**src/rtl/alu_exec_stage_if.sv**
```systemverilog
// alu_exec_stage_if: handshake and operand bus of the ARM execute stage.
// master = upstream/writeback side, slave = the execute stage itself.
interface alu_exec_stage_if #(
    parameter int unsigned WIDTH = 32
);
    logic             in_valid;
    logic             in_ready;
    logic [WIDTH-1:0] Rn;
    logic [WIDTH-1:0] Operand2;
    logic [3:0]       ShifterFlags;
    logic [3:0]       ALUControl;
    logic [3:0]       Cond;
    logic             SetFlags;
    logic [3:0]       RdAddr;
    logic             out_valid;
    logic             out_ready;
    logic [WIDTH-1:0] Result;
    logic [3:0]       ResultAddr;
    logic             WriteEn;
    logic [3:0]       Flags;

    modport master (
        output in_valid, Rn, Operand2, ShifterFlags, ALUControl, Cond,
               SetFlags, RdAddr, out_ready,
        input  in_ready, out_valid, Result, ResultAddr, WriteEn, Flags
    );

    modport slave (
        input  in_valid, Rn, Operand2, ShifterFlags, ALUControl, Cond,
               SetFlags, RdAddr, out_ready,
        output in_ready, out_valid, Result, ResultAddr, WriteEn, Flags
    );
endinterface

```
**src/rtl/alu_exec_stage.sv**
```systemverilog
// alu_exec_stage: ARM data-processing execute stage behind the RSR shifter.
// Evaluates the condition field against the NZCV register it owns, runs the
// 16 DP opcodes and registers the result into a one-entry valid/ready slot.
// Optional macro ALU_EXEC_PERF_EN adds exec_count/skip_count outputs.
module alu_exec_stage #(
    parameter int unsigned WIDTH       = 32,
    parameter logic [3:0]  FLAGS_RESET = 4'b0000
) (
    input  logic        clk,
    input  logic        reset,
`ifdef ALU_EXEC_PERF_EN
    output logic [31:0] exec_count,
    output logic [31:0] skip_count,
`endif
    alu_exec_stage_if.slave bus
);
    localparam int unsigned MSB = WIDTH - 1;

    localparam logic [3:0] OP_AND = 4'h0;
    localparam logic [3:0] OP_EOR = 4'h1;
    localparam logic [3:0] OP_SUB = 4'h2;
    localparam logic [3:0] OP_RSB = 4'h3;
    localparam logic [3:0] OP_ADD = 4'h4;
    localparam logic [3:0] OP_ADC = 4'h5;
    localparam logic [3:0] OP_SBC = 4'h6;
    localparam logic [3:0] OP_RSC = 4'h7;
    localparam logic [3:0] OP_TST = 4'h8;
    localparam logic [3:0] OP_TEQ = 4'h9;
    localparam logic [3:0] OP_CMP = 4'hA;
    localparam logic [3:0] OP_CMN = 4'hB;
    localparam logic [3:0] OP_ORR = 4'hC;
    localparam logic [3:0] OP_MOV = 4'hD;
    localparam logic [3:0] OP_BIC = 4'hE;
    localparam logic [3:0] OP_MVN = 4'hF;

    logic             out_valid_q, out_valid_d;
    logic [WIDTH-1:0] result_q, result_d;
    logic [3:0]       addr_q, addr_d;
    logic             we_q, we_d;
    logic [3:0]       flags_q, flags_d;

    logic             in_ready;
    logic             accept;
    logic             cond_pass;
    logic             is_compare;
    logic             flag_n, flag_z, flag_c, flag_v;

    logic [WIDTH:0]   add_a, add_b, sum;
    logic             carry_in;
    logic             is_arith;
    logic [WIDTH-1:0] logic_res;
    logic [WIDTH-1:0] alu_res;
    logic             res_n, res_z, res_c, res_v;

    // Only the shifter carry is consumed; N, Z and V come from our own ALU.
    logic unused_shifter_bits;
    assign unused_shifter_bits = ^{bus.ShifterFlags[3:2], bus.ShifterFlags[0]};

    assign {flag_n, flag_z, flag_c, flag_v} = flags_q;

    // A full slot only frees up when writeback takes it this cycle.
    assign in_ready   = !out_valid_q || bus.out_ready;
    assign accept     = bus.in_valid && in_ready;
    assign is_compare = (bus.ALUControl[3:2] == 2'b10);

    // Condition field against the flags as they stand in the accept cycle.
    always_comb begin
        cond_pass = 1'b1;
        case (bus.Cond)
            4'h0:    cond_pass = flag_z;
            4'h1:    cond_pass = !flag_z;
            4'h2:    cond_pass = flag_c;
            4'h3:    cond_pass = !flag_c;
            4'h4:    cond_pass = flag_n;
            4'h5:    cond_pass = !flag_n;
            4'h6:    cond_pass = flag_v;
            4'h7:    cond_pass = !flag_v;
            4'h8:    cond_pass = flag_c && !flag_z;
            4'h9:    cond_pass = !flag_c || flag_z;
            4'hA:    cond_pass = (flag_n == flag_v);
            4'hB:    cond_pass = (flag_n != flag_v);
            4'hC:    cond_pass = !flag_z && (flag_n == flag_v);
            4'hD:    cond_pass = flag_z || (flag_n != flag_v);
            default: cond_pass = 1'b1;
        endcase
    end

    // Operand steering: one shared WIDTH+1 adder, subtraction as a + ~b + cin.
    always_comb begin
        add_a     = {1'b0, bus.Rn};
        add_b     = {1'b0, bus.Operand2};
        carry_in  = 1'b0;
        is_arith  = 1'b1;
        logic_res = '0;
        case (bus.ALUControl)
            OP_SUB, OP_CMP: begin
                add_b    = {1'b0, ~bus.Operand2};
                carry_in = 1'b1;
            end
            OP_RSB: begin
                add_a    = {1'b0, bus.Operand2};
                add_b    = {1'b0, ~bus.Rn};
                carry_in = 1'b1;
            end
            OP_ADD, OP_CMN: carry_in = 1'b0;
            OP_ADC: carry_in = flag_c;
            OP_SBC: begin
                add_b    = {1'b0, ~bus.Operand2};
                carry_in = flag_c;
            end
            OP_RSC: begin
                add_a    = {1'b0, bus.Operand2};
                add_b    = {1'b0, ~bus.Rn};
                carry_in = flag_c;
            end
            OP_AND, OP_TST: begin
                is_arith  = 1'b0;
                logic_res = bus.Rn & bus.Operand2;
            end
            OP_EOR, OP_TEQ: begin
                is_arith  = 1'b0;
                logic_res = bus.Rn ^ bus.Operand2;
            end
            OP_ORR: begin
                is_arith  = 1'b0;
                logic_res = bus.Rn | bus.Operand2;
            end
            OP_MOV: begin
                is_arith  = 1'b0;
                logic_res = bus.Operand2;
            end
            OP_BIC: begin
                is_arith  = 1'b0;
                logic_res = bus.Rn & ~bus.Operand2;
            end
            default: begin
                is_arith  = 1'b0;
                logic_res = ~bus.Operand2;
            end
        endcase
    end

    assign sum = add_a + add_b + {{WIDTH{1'b0}}, carry_in};

    // Result and candidate flags; logical ops take C from the shifter, keep V.
    always_comb begin
        alu_res = is_arith ? sum[WIDTH-1:0] : logic_res;
        res_c   = is_arith ? sum[WIDTH] : bus.ShifterFlags[1];
        res_v   = is_arith ? ((add_a[MSB] == add_b[MSB]) && (sum[MSB] != add_a[MSB]))
                           : flag_v;
        res_n   = alu_res[MSB];
        res_z   = (alu_res == '0);
    end

    // Next slot and flags; a failed condition still occupies the slot in order.
    always_comb begin
        out_valid_d = out_valid_q;
        result_d    = result_q;
        addr_d      = addr_q;
        we_d        = we_q;
        flags_d     = flags_q;
        if (accept) begin
            out_valid_d = 1'b1;
            addr_d      = bus.RdAddr;
            result_d    = cond_pass ? alu_res : '0;
            we_d        = cond_pass && !is_compare;
            if (cond_pass && (bus.SetFlags || is_compare))
                flags_d = {res_n, res_z, res_c, res_v};
        end else if (bus.out_ready) begin
            out_valid_d = 1'b0;
        end
    end

    // Output slot and NZCV register; reset drops any held result immediately.
    always_ff @(posedge clk or posedge reset) begin
        if (reset) begin
            out_valid_q <= 1'b0;
            result_q    <= '0;
            addr_q      <= '0;
            we_q        <= 1'b0;
            flags_q     <= FLAGS_RESET;
        end else begin
            out_valid_q <= out_valid_d;
            result_q    <= result_d;
            addr_q      <= addr_d;
            we_q        <= we_d;
            flags_q     <= flags_d;
        end
    end

    assign bus.in_ready   = in_ready;
    assign bus.out_valid  = out_valid_q;
    assign bus.Result     = result_q;
    assign bus.ResultAddr = addr_q;
    assign bus.WriteEn    = we_q;
    assign bus.Flags      = flags_q;

`ifdef ALU_EXEC_PERF_EN
    logic [31:0] exec_count_q, skip_count_q;

    // Accepted instructions split by condition outcome; both wrap at 2^32.
    always_ff @(posedge clk or posedge reset) begin
        if (reset) begin
            exec_count_q <= '0;
            skip_count_q <= '0;
        end else if (accept) begin
            if (cond_pass) exec_count_q <= exec_count_q + 32'd1;
            else           skip_count_q <= skip_count_q + 32'd1;
        end
    end

    assign exec_count = exec_count_q;
    assign skip_count = skip_count_q;
`endif
endmodule

```
**src/flat_wrapper.sv**
```systemverilog
// flat-port wrapper written by rule: the top's interface ports become plain ports
module alu_exec_stage_flat 
#(
    parameter int unsigned WIDTH       = 32,
    parameter logic [3:0]  FLAGS_RESET = 4'b0000
)
  (clk, reset, bus_in_valid, bus_Rn, bus_Operand2, bus_ShifterFlags, bus_ALUControl, bus_Cond, bus_SetFlags, bus_RdAddr, bus_out_ready, bus_in_ready, bus_out_valid, bus_Result, bus_ResultAddr, bus_WriteEn, bus_Flags);
  alu_exec_stage_if #(.WIDTH(WIDTH)) bus_i ();
  input  logic clk;
  input  logic reset;
  input wire logic [$bits(bus_i.in_valid)-1:0] bus_in_valid;
  input wire logic [$bits(bus_i.Rn)-1:0] bus_Rn;
  input wire logic [$bits(bus_i.Operand2)-1:0] bus_Operand2;
  input wire logic [$bits(bus_i.ShifterFlags)-1:0] bus_ShifterFlags;
  input wire logic [$bits(bus_i.ALUControl)-1:0] bus_ALUControl;
  input wire logic [$bits(bus_i.Cond)-1:0] bus_Cond;
  input wire logic [$bits(bus_i.SetFlags)-1:0] bus_SetFlags;
  input wire logic [$bits(bus_i.RdAddr)-1:0] bus_RdAddr;
  input wire logic [$bits(bus_i.out_ready)-1:0] bus_out_ready;
  output wire logic [$bits(bus_i.in_ready)-1:0] bus_in_ready;
  output wire logic [$bits(bus_i.out_valid)-1:0] bus_out_valid;
  output wire logic [$bits(bus_i.Result)-1:0] bus_Result;
  output wire logic [$bits(bus_i.ResultAddr)-1:0] bus_ResultAddr;
  output wire logic [$bits(bus_i.WriteEn)-1:0] bus_WriteEn;
  output wire logic [$bits(bus_i.Flags)-1:0] bus_Flags;
  assign bus_i.in_valid = bus_in_valid;
  assign bus_i.Rn = bus_Rn;
  assign bus_i.Operand2 = bus_Operand2;
  assign bus_i.ShifterFlags = bus_ShifterFlags;
  assign bus_i.ALUControl = bus_ALUControl;
  assign bus_i.Cond = bus_Cond;
  assign bus_i.SetFlags = bus_SetFlags;
  assign bus_i.RdAddr = bus_RdAddr;
  assign bus_i.out_ready = bus_out_ready;
  assign bus_in_ready = bus_i.in_ready;
  assign bus_out_valid = bus_i.out_valid;
  assign bus_Result = bus_i.Result;
  assign bus_ResultAddr = bus_i.ResultAddr;
  assign bus_WriteEn = bus_i.WriteEn;
  assign bus_Flags = bus_i.Flags;
  alu_exec_stage #(.WIDTH(WIDTH), .FLAGS_RESET(FLAGS_RESET)) u_core (.clk(clk), .reset(reset), .bus(bus_i));
endmodule
```
**config.mk**
```make
export PLATFORM = sky130hd
export DESIGN_NAME = alu_exec_stage_flat
export DESIGN_NICKNAME = d
export VERILOG_FILES = /design/src/rtl/alu_exec_stage_if.sv /design/src/rtl/alu_exec_stage.sv /design/src/flat_wrapper.sv
export SDC_FILE = /design/constraint.sdc
export NUM_CORES = 1
export LEC_CHECK = 0
export ABC_AREA = 1
export CAP_MARGIN = 10
export CELL_PAD_IN_SITES_DETAIL_PLACEMENT = 0
export CELL_PAD_IN_SITES_GLOBAL_PLACEMENT = 1
export CORE_MARGIN = 4
export CORE_UTILIZATION = 25
export DETAILED_ROUTE_END_ITERATION = 16
export PLACE_DENSITY = 0.64
export SLEW_MARGIN = 10
export SYNTH_ARGS = -nofsm -noshare
export SYNTH_HDL_FRONTEND = slang
export SYNTH_SLANG_ARGS = --single-unit
```
**constraint.sdc**
```tcl
create_clock -name clk -period 5.1 [get_ports clk]
set_clock_uncertainty 0.1 [all_clocks]
set_input_delay 0.51 -clock clk [delete_from_list [all_inputs] [get_ports clk]]
set_output_delay 0.51 -clock clk [all_outputs]
set_load 0.005 [all_outputs]
```
; Yosys cells after proc, flatten, opt, wreduce, memory -nomap -nowiden
; Index checks and enable logic that the tools add are counted.
[word_totals]
out_inout_bits = 43
reg_bits = 42
[op_classes]
reduce_logical = 29
bitwise_logic = 6
eq_ne = 32
muxes = 11
addsub = 2
[ops]
columns = operator, count
row1 = $pmux W32 S6, 1
row2 = $mux W32, 3
row3 = $and A32 B32 Y32, 2
row4 = $not A32 Y32, 2
row5 = $pmux W32 S2, 1
row6 = $eq A4 B4 Y1 const B, 13
row7 = $add A32 B32 Y33, 1
row8 = $add A33 B1 Y33, 1
row9 = $eq A4 B3 Y1 const B, 8
row10 = $logic_not A32 Y1, 1
row11 = $or A32 B32 Y32, 1
row12 = $xor A32 B32 Y32, 1
row13 = $eq A4 B2 Y1 const B, 4
row14 = $pmux W1 S14, 1
row15 = $reduce_or A3 Y1, 3
row16 = $eq A4 B1 Y1 const B, 2
row17 = $logic_not A4 Y1, 2
row18 = $reduce_or A8 Y1, 1
row19 = $logic_and A1 B1 Y1, 6
row20 = $logic_not A1 Y1, 6
row21 = $reduce_or A2 Y1, 3
row22 = $logic_or A1 B1 Y1, 4
row23 = $mux W1, 4
row24 = $reduce_and A3 Y1, 1
row25 = 6 further kinds, 8

; Depth between registers and ports, before layout
; Gate-level depths: netlist (run 1).
[logic_depth]
word_depth = 7
depth_mapped = 26
depth_no_buf = 26

; Worst setup path after synthesis (run 1)
; No wires, ideal clock.
[synth_path]
path_kind = in2reg
startpoint = in bus_ALUControl[0]
endpoint = reg u_core.flags_q[2] (netlist: u_core.bus.Flags[2])
setup_slack_ps = 1662
n_path_buf = 2
arrival_time_ps = 3274
setup_time_ps = 65
required_ps = 4935
stages = 26
path_cell_list = nand2_1 nor2_1 clkbuf_1 clkbuf_1 nand2_1 o21ai_0 fa_1 inv_1 fa_1 inv_1 nand3_1 nand2_1 nand2_1 nand2_1 nand2_1 nand2_1 nand2_1 nand2_1 nand2_1 nand3_1 nand2_1 inv_1 nand2_1 nor2_1 nand3_1 nand2_1
[synth_between]
elab_chain_len = 7
elab_cells_between_ends = 31
cone_classes = add/sub (2) / eq/ne (14) / mux (6) / reduce/logical (9)
[synth_rtl]
columns = item, line
row1 = start: declaration, flat_wrapper.sv:15  ; input wire logic [$bits(bus_i.ALUControl)-1:0] bus_ALUControl;
row2 = "$eq A4 B2 Y1, or another cell as far along", alu_exec_stage.sv:95  ; case (bus.ALUControl)
row3 = $reduce_or A3 Y1 (no line) or $reduce_or A2 Y1 (tied branches), -
row4 = $pmux W32 S2 or $mux W32 (tied branches), alu_exec_stage.sv:95
row5 = $add A32 B32 Y33, alu_exec_stage.sv:143  ; assign sum = add_a + add_b + {{WIDTH{1'b0}}, carry_in};
row6 = $add A33 B1 Y33, alu_exec_stage.sv:143
row7 = $mux W32 *, alu_exec_stage.sv:147  ; alu_res = is_arith ? sum[WIDTH-1:0] : logic_res;
row8 = $logic_not A32 Y1 *, alu_exec_stage.sv:152  ; res_z = (alu_res == '0);
row9 = end signal: assignment, alu_exec_stage.sv:187  ; flags_q <= flags_d;
row10 = end: declaration, alu_exec_stage.sv:40  ; logic [3:0] flags_q, flags_d;
; Mark *: on every way between the ends. The rest lies on a longest branch, timed or not.
; A chain may end at the register's enable or synchronous reset.

; Worst setup path after layout (run 1)
[layout_path]
startpoint = in bus_ALUControl[2]
endpoint = reg u_core.flags_q[2] (netlist: u_core.bus.Flags[2])
[layout_between]
elab_chain_len = 7
elab_cells_between_ends = 35
cone_classes = add/sub (2) / eq/ne (15) / mux (6) / reduce/logical (12)
[layout_rtl]
columns = item, line
row1 = "$eq A4 B2 Y1, or another cell as far along", alu_exec_stage.sv:95
row2 = $reduce_or A3 Y1 (no line) or $reduce_or A2 Y1 (tied branches), -
row3 = $pmux W32 S2 or $mux W32 (tied branches), alu_exec_stage.sv:95
row4 = $add A32 B32 Y33, alu_exec_stage.sv:143
row5 = $add A33 B1 Y33, alu_exec_stage.sv:143
row6 = $mux W32, alu_exec_stage.sv:147
row7 = $logic_not A32 Y1, alu_exec_stage.sv:152
; Parallel ways exist; a longest one is shown, timed or not.

==> results of run 1 <==
-- cells in the mapped netlist (7+ instances only) --
master and n:
o21ai_0 80, nand4_1 44, buf_2 17, dfrtp_1 42
nand3_1 76, nand2_1 482, nor3_1 12, ha_1 63
or2_2 8, a22o_1 22, inv_1 214, a21oi_1 59
nor2_1 108, clkbuf_1 24, o22ai_1 35, a31o_2 31
nand3b_1 7
-- placed cells by master (no fill, tap or decap), drive strengths merged, types with 2 or more instances in the layout --
master	netlist	layout
nor2	109	109
o2111ai	2	2
dfrtp	42	42
nand4	44	44
or2	8	8
clkbuf	25	6
a21oi	59	59
o211ai	3	3
a31oi	2	2
o21ai	81	81
o21bai	3	3
buf	24	21
clkdlybuf4s50	0	124
fa	2	2
a22o	22	22
nand2	487	487
xor2	4	4
a31o	31	31
nand3	76	76
o22ai	35	35
nand3b	7	7
nor3	12	12
ha	63	63
inv	217	216
-- cell type report --
cell class                      instances  share of cell area
Tap cell                              390              0.0519
Inverter                              217              0.0867
Multi-Input combinational cell       1058               0.583
Timing Repair Buffer                  145               0.149
Sequential cell                        42               0.112
Clock inverter                          1             0.00320
Clock buffer                            6              0.0148
-- kinds of logic (layout without fill, tap and decap cells) --
family,after synthesis,count (layout),share of synthesized area
simple gates,745,745,0.410
buf+inv,266,369,0.138
compound gates,243,243,0.198
fa+ha+maj,65,65,0.110
flops,42,42,0.139
xor+xnor,5,5,0.00580
-- metrics by stage --
step / instance area (µm²) / std cells / power [mW] / hold WS (ns) / util
6_report: 9400 / 1859 / 2.03 / 0.377 / 0.316
2_1_floorplan: 7550 / 1366 / 1.16 / 0.372 / -
3_5_place_dp: 9230 / 1852 / 1.67 / 0.366 / 0.311
4_1_cts: 9400 / 1859 / 2.04 / 0.382 / 0.316
3_3_place_gp: 9230 / 1852 / 1.67 / 0.360 / 0.311
5_1_grt: 9400 / 1859 / 2.20 / 0.391 / 0.316
-- metal layers --
metal	routed length, µm	global-route usage	part of all wire	up-vias
met5	0	0	0	-
li1	-	-	-	4659
met4	365	0.0306	0.012	0
met2	14200	0.301	0.46	192
met1	14900	0.250	0.48	4224
met3	1410	0.0154	0.046	26
-- where the power goes --
part	switching (mW)	leakage, nW	internal, mW
logic	0.716	4.20	0.499
clock network	0.118	0.0829	0.241
registers	0.0455	0.547	0.407
-- worst max-delay path, delay by kind of cell --
kind                       cells  cell delay (ns)
and+or+nand+nor               16             1.72
buffers and inverters          6             1.40
adders and majority gates      1             0.37
AOI/OAI and AO/OA              2             0.32
-- final timing paths --
| path | slack (ns) | to | cells after the start |
|---|---|---|---|
| worst max-delay path | 0.87 | u_core.bus.Flags[2] | 25 |
| worst min-delay path | 0.38 | u_core.bus.Result[31] | 2 |
| worst max register to register | 1.42 | u_core.bus.Flags[2] | 20 |
| worst min register to register | 0.38 | u_core.bus.Result[31] | 2 |
| max in group asynchronous | 3.97 | u_core.bus.Result[30] | 3 |
| min in group asynchronous | 0.57 | u_core.bus.Result[11] | 3 |
-- state kept, by name, summed over array words and instances, names as in the netlist --
register and flops:
u_core.bus.Flags 4, u_core.bus.Result 32, u_core.bus.ResultAddr 4, u_core.bus.WriteEn 1, u_core.bus.out_valid 1
==> impl_metrics.py, run 1 <==
metrics = {
    "routing": {
        "routed_wl_um": 30900,
        "first_pass_iters": 5,
        "drc": 0,
        "via_per_inst": 4.90,
        "via_count": 9101,
        "wl_per_cell_um": 16.6,
        "postRouteAntennaNets": 0,
        "drt_iter0_drc": 609,
    },
    "die": {
        "fp.dieH_um": 182,
        "io_pins": 128,
        "die_area_mm2": 0.0331,
        "die_w_um": 182,
        "core_area_mm2": 0.0297,
        "placementRows": 63,
        "initial_core_util": 0.254,
    },
    "clock_tree": {
        "ctsHoldBuffers": 0,
        "cts_resized": 0,
        "clock_path_buffers": 2,
        "htreeDepth": 2,
        "cts-buffers-inserted": 5,
        "cts_tree": "yes",
        "clk_pin_slew_ns": 0.06,
        "clock_latency_ns": 0.28,
        "post_cts_buffers": 0,
        "clkSinkCount": 42,
        "root_buffer": "clkbuf_16",
    },
    "timing": {
        "hold_violations": 0,
        "tightest_slew_ns": 0.938,
        "setup-tns-final_ns": 0,
        "min_period_ns": 4.23,
        "max_freq_ghz": 0.236,
        "slew_headroom": 0.372,
        "finalSetupViolations": 0,
        "rsz0062_at_grt": "no",
        "post-route-period-util": 0.829,
        "fin_ws_ns": 0.870,
        "drv_slew": 0,
    },
    "job": {
        "maxCapViolations": 0,
    },
    "worst_setup_path": {
        "end_kind": "register",
        "cpPeakStageDelay_ns": 0.58,
        "r2r_start": "u_core.bus.Flags[1]",
        "slowest_stage": "clkdlybuf4s50_1",
        "critPathMostFrequentCell": "nand2_1",
        "path_max_fanout": 23,
        "worstPathArrival_ns": 4.35,
        "worst_ep_required_time_ns": 5.22,
        "cp-start-kind": "primary input",
        "crit_path_start": "bus_ALUControl[2]",
        "worstSetupPathType": "in -> reg",
    },
    "layout": {
        "multiInputGateArea_mm2": 0.00548,
        "final_nets": 1619,
        "drive_above_1_share": 0.0538,
        "area_delta_synth_final_pct": 24.4,
        "n_antenna_cell": 0,
        "regArea_mm2": 0.00105,
        "fillers": 3316,
    },
    "logic_synthesis": {
        "synth_seq_cells": 42,
        "synth_cell_type_count": 40,
        "yosysTopAreaCellShare": 0.239,
        "syn_area_per_cell_um2": 5.53,
        "synth_edf_count": 0,
        "ys_top_cells_by_area": "nand2_1, dfrtp_1, inv_1",
        "ys_seq_area_frac": 0.139,
        "synthFlopType": "dfrtp_1",
        "yosys.area.top_type": "nand2_1",
        "synth_warnings": 0,
        "syn_area_mm2": 0.00755,
        "syn_nets": 1516,
        "async_flop_share": 1.00,
        "synthCells": 1366,
    },
    "power": {
        "p_per_area_mw_per_mm2": 216,
        "power.leakage_nw": 4.83,
        "max-vdd-ir-drop_mv": 0.115,
    },
    "place": {
        "gp_congestion": 0.867,
        "pre_cts_slack_ns": 0.543,
        "io_buffers": 124,
        "dp_hpwl_um": 25100,
    },
    "grt": {
        "grtUsageTotal": 0.178,
        "grt_pass1_wl_um": 47500,
        "grt_pass1_vias": 8513,
        "antenna_found_initial": 0,
        "grt_max_degree": 45,
        "gr-total-overflow": 0,
    },
    "worst_hold_path": {
        "worstHoldStart": "u_core.bus.Result[31]",
        "hold_path_class": "reg -> reg",
    },
    "outcome": {
        "status": "completed",
    },
}
No activity file was read; power rests on OpenSTA's default activity.
==> inputs of run 2 (changes only) <==
--- a/config.mk
+++ b/config.mk
@@ -12,7 +12,7 @@
 export CORE_MARGIN = 4
 export CORE_UTILIZATION = 25
 export DETAILED_ROUTE_END_ITERATION = 16
-export PLACE_DENSITY = 0.64
+export PLACE_DENSITY = 0.66
 export SLEW_MARGIN = 10
 export SYNTH_ARGS = -nofsm -noshare
 export SYNTH_HDL_FRONTEND = slang
==> constraint.sdc (replaced) <==
create_clock -name clk -period 3.53 [get_ports clk]
set_clock_uncertainty 0.1 [all_clocks]
set_input_delay 0.353 -clock clk [delete_from_list [all_inputs] [get_ports clk]]
set_output_delay 0.353 -clock clk [all_outputs]
set_load 0.005 [all_outputs]
==> run 2 against run 1 <==
Routed wire length rose by 9.4%. Die area did not move. Non-clock buffer count rose by 170. Register-to-register slack got worse by 1.2 ns. Count of clock-buffer cells in the layout did not move. Critical endpoint unchanged. Combinational power rose by 87%. Power rose by 75%. Utilization rose by 6.3 points. Global-route usage rose by 1.7 points. Via count rose by 8.9%. Sequential power rose by 45%.
==> impl_metrics.py, run 2 (synthesis gave the netlist of run 1 again) <==
metrics = {
    "worst_setup_path": {
        "critPathMostFrequentCell": "nand3_1",
        "cp-start-kind": "primary input",
        "cpPeakStageDelay_ns": 0.43,
        "path_max_fanout": 5,
        "critPathTopFamily": "simple AND/OR/NAND/NOR gates",
        "path_buf_inv": 6,
        "worstSetupPathType": "in -> reg",
        "worstPathArrival_ns": 3.54,
        "end_kind": "register",
        "worst_ep_required_time_ns": 3.65,
        "slowest_stage": "fa_1",
        "crit_path_cell_trace": "dlygate4sd2_1 > inv_1 > nand2_2 > nor2_4 > clkinv_4 > o22ai_2 > a31o_4 > fa_2 > inv_2 > fa_1 > inv_2 > nand3_2 > nand2_1 > buf_4 > nand4_1 > nand3_1 > nand2_1 > nand3_1 > nand2_2 > nor2_2 > nand3_1 > nor2_2 > nand3_1 > nand2_1",
    },
    "place": {
        "pre_cts_slack_ns": -0.592,
        "placed_cells": 2013,
        "placed_cell_area_mm2": 0.0106,
        "gp_congestion": 0.913,
        "io_buffers": 124,
        "dp_hpwl_um": 26000,
    },
    "worst_hold_path": {
        "hold_path_class": "reg -> reg",
    },
    "clock_tree": {
        "root_buffer": "clkbuf_16",
        "clkSinkCount": 42,
        "htreeDepth": 2,
        "clock_path_buffers": 2,
        "clock_latency_ns": 0.29,
        "clk_pin_slew_ns": 0.06,
        "ctsHoldBuffers": 0,
        "cts_tree": "yes",
        "cts-buffers-inserted": 5,
    },
    "routing": {
        "via_per_inst": 4.88,
        "first_pass_iters": 5,
        "via_count": 9913,
        "drt_iter0_drc": 697,
        "wl_per_cell_um": 16.6,
        "drc": 0,
        "routed_wl_um": 33800,
        "postRouteAntennaNets": 0,
    },
    "die": {
        "core_area_mm2": 0.0297,
        "die_area_mm2": 0.0331,
        "initial_core_util": 0.254,
        "fp.dieH_um": 182,
        "placementRows": 63,
        "io_pins": 128,
        "die_w_um": 182,
    },
    "layout": {
        "area_delta_synth_final_pct": 49.4,
        "regArea_mm2": 0.00105,
        "finish.utilization": 0.380,
        "mostFrequentLayoutCells": "nand2_1, inv_1, buf_4",
        "largest_reg_flops": 32,
        "fillers": 3235,
        "n_antenna_cell": 0,
        "multiInputGateArea_mm2": 0.00586,
        "finalNonFillerCells": 2031,
        "final_nets": 1790,
        "layout_commonest_cell": "nand2_1",
        "stdcell_area_mm2": 0.0113,
        "drive_above_1_share": 0.211,
    },
    "timing": {
        "slew_headroom": 0.518,
        "fin_ws_ns": 0.115,
        "hold_violations": 0,
        "setup-tns-final_ns": 0,
        "tightest_slew_ns": 0.723,
        "finalSetupViolations": 0,
        "post-route-period-util": 0.967,
        "min_period_ns": 3.41,
        "max_freq_ghz": 0.293,
        "drv_slew": 0,
        "whs_ns": 0.379,
    },
    "grt": {
        "top_usage_layer": "met2",
        "gr-total-overflow": 0,
        "grtUsageTotal": 0.195,
        "grt_pass1_wl_um": 52000,
        "met3_usage": 0.0232,
        "antenna_found_initial": 0,
        "met1_usage": 0.264,
        "grt_max_degree": 43,
        "grt_pass1_vias": 9469,
        "use_met2": 0.329,
    },
    "power": {
        "power_mw": 3.54,
        "max-vdd-ir-drop_mv": 0.250,
        "power.leakage_nw": 5.77,
        "p_per_area_mw_per_mm2": 314,
    },
    "outcome": {
        "status": "completed",
    },
    "job": {
        "maxCapViolations": 0,
    },
}
[run 2: changes by cell type in the layout (fill, tap and decap cells not counted), sizes merged]
cell / before / now
buf: 21 / 189
clkdlybuf4s50: 124 / 120
dlygate4sd2: 0 / 4
bufbuf: 0 / 1
bufinv: 1 / 2
clkbuf: 6 / 7
clkinv: 1 / 2
[run 2: repair_timing]
action | 4_1_cts | 5_1_grt
pin swaps | 10 | 17
endpoints found under the setup margin | 3 | 4
gates resized for setup | 32 | 78
gates cloned | 2 | 2
buffers inserted | 4 | 2
hold endpoints to repair | 0 | 0
[run 2: layout make-up]
cell class	count	area share
timing repair buffer	315	0.253
clock inverter	2	0.00532
tap	390	0.0432
clock buffer	6	0.0123
timing repair inverter	1	0.000554
multi-input combinational	1058	0.519
sequential	42	0.0931
inverter	217	0.0728
[run 2: where the power goes]
| part | switching, mW | internal (mW) | total, mW | leakage, nW |
|---|---|---|---|---|
| Combinational | 1.19 | 1.09 | 2.28 | 5.13 |
| Clock | 0.186 | 0.425 | 0.611 | 0.0971 |
| Sequential | 0.0678 | 0.587 | 0.655 | 0.547 |
[run 2: metal layers]
| layer | wire length, µm | vias to the layer above |
|---|---|---|
| li1 | - | 4999 |
| met1 | 15400 | 4560 |
| met2 | 15400 | 306 |
| met3 | 2150 | 48 |
| met4 | 791 | 0 |
| met5 | 0 | - |
[run 2: path summary, 6_finish.rpt]
check	from	endpoint	slack, ns	depth (start not counted)
worst max register to register	u_core.bus.Flags[1]	u_core.bus.Flags[2]	0.26	20
max in group asynchronous	reset	u_core.bus.Result[25]	2.56	3
worst min-delay path	u_core.bus.Result[4]	u_core.bus.Result[4]	0.38	2
worst max-delay path	bus_ALUControl[0]	u_core.bus.Flags[2]	0.12	24
min in group asynchronous	reset	u_core.bus.Result[3]	0.40	3
worst min register to register	u_core.bus.Result[4]	u_core.bus.Result[4]	0.38	2
[run 2: worst reg2reg max path, cell delays in order (launching register included)]
cell and delay (ns):
dfrtp_1 0.34, inv_1 0.14, o31ai_1 0.29, buf_4 0.16, fa_2 0.22, inv_2 0.04, fa_1 0.43, inv_2 0.10
nand3_2 0.08, nand2_1 0.08, buf_4 0.11, nand4_1 0.19, nand3_1 0.16, nand2_1 0.06, nand3_1 0.09, nand2_2 0.09
nor2_2 0.12, nand3_1 0.10, nor2_2 0.15, nand3_1 0.09, nand2_1 0.06
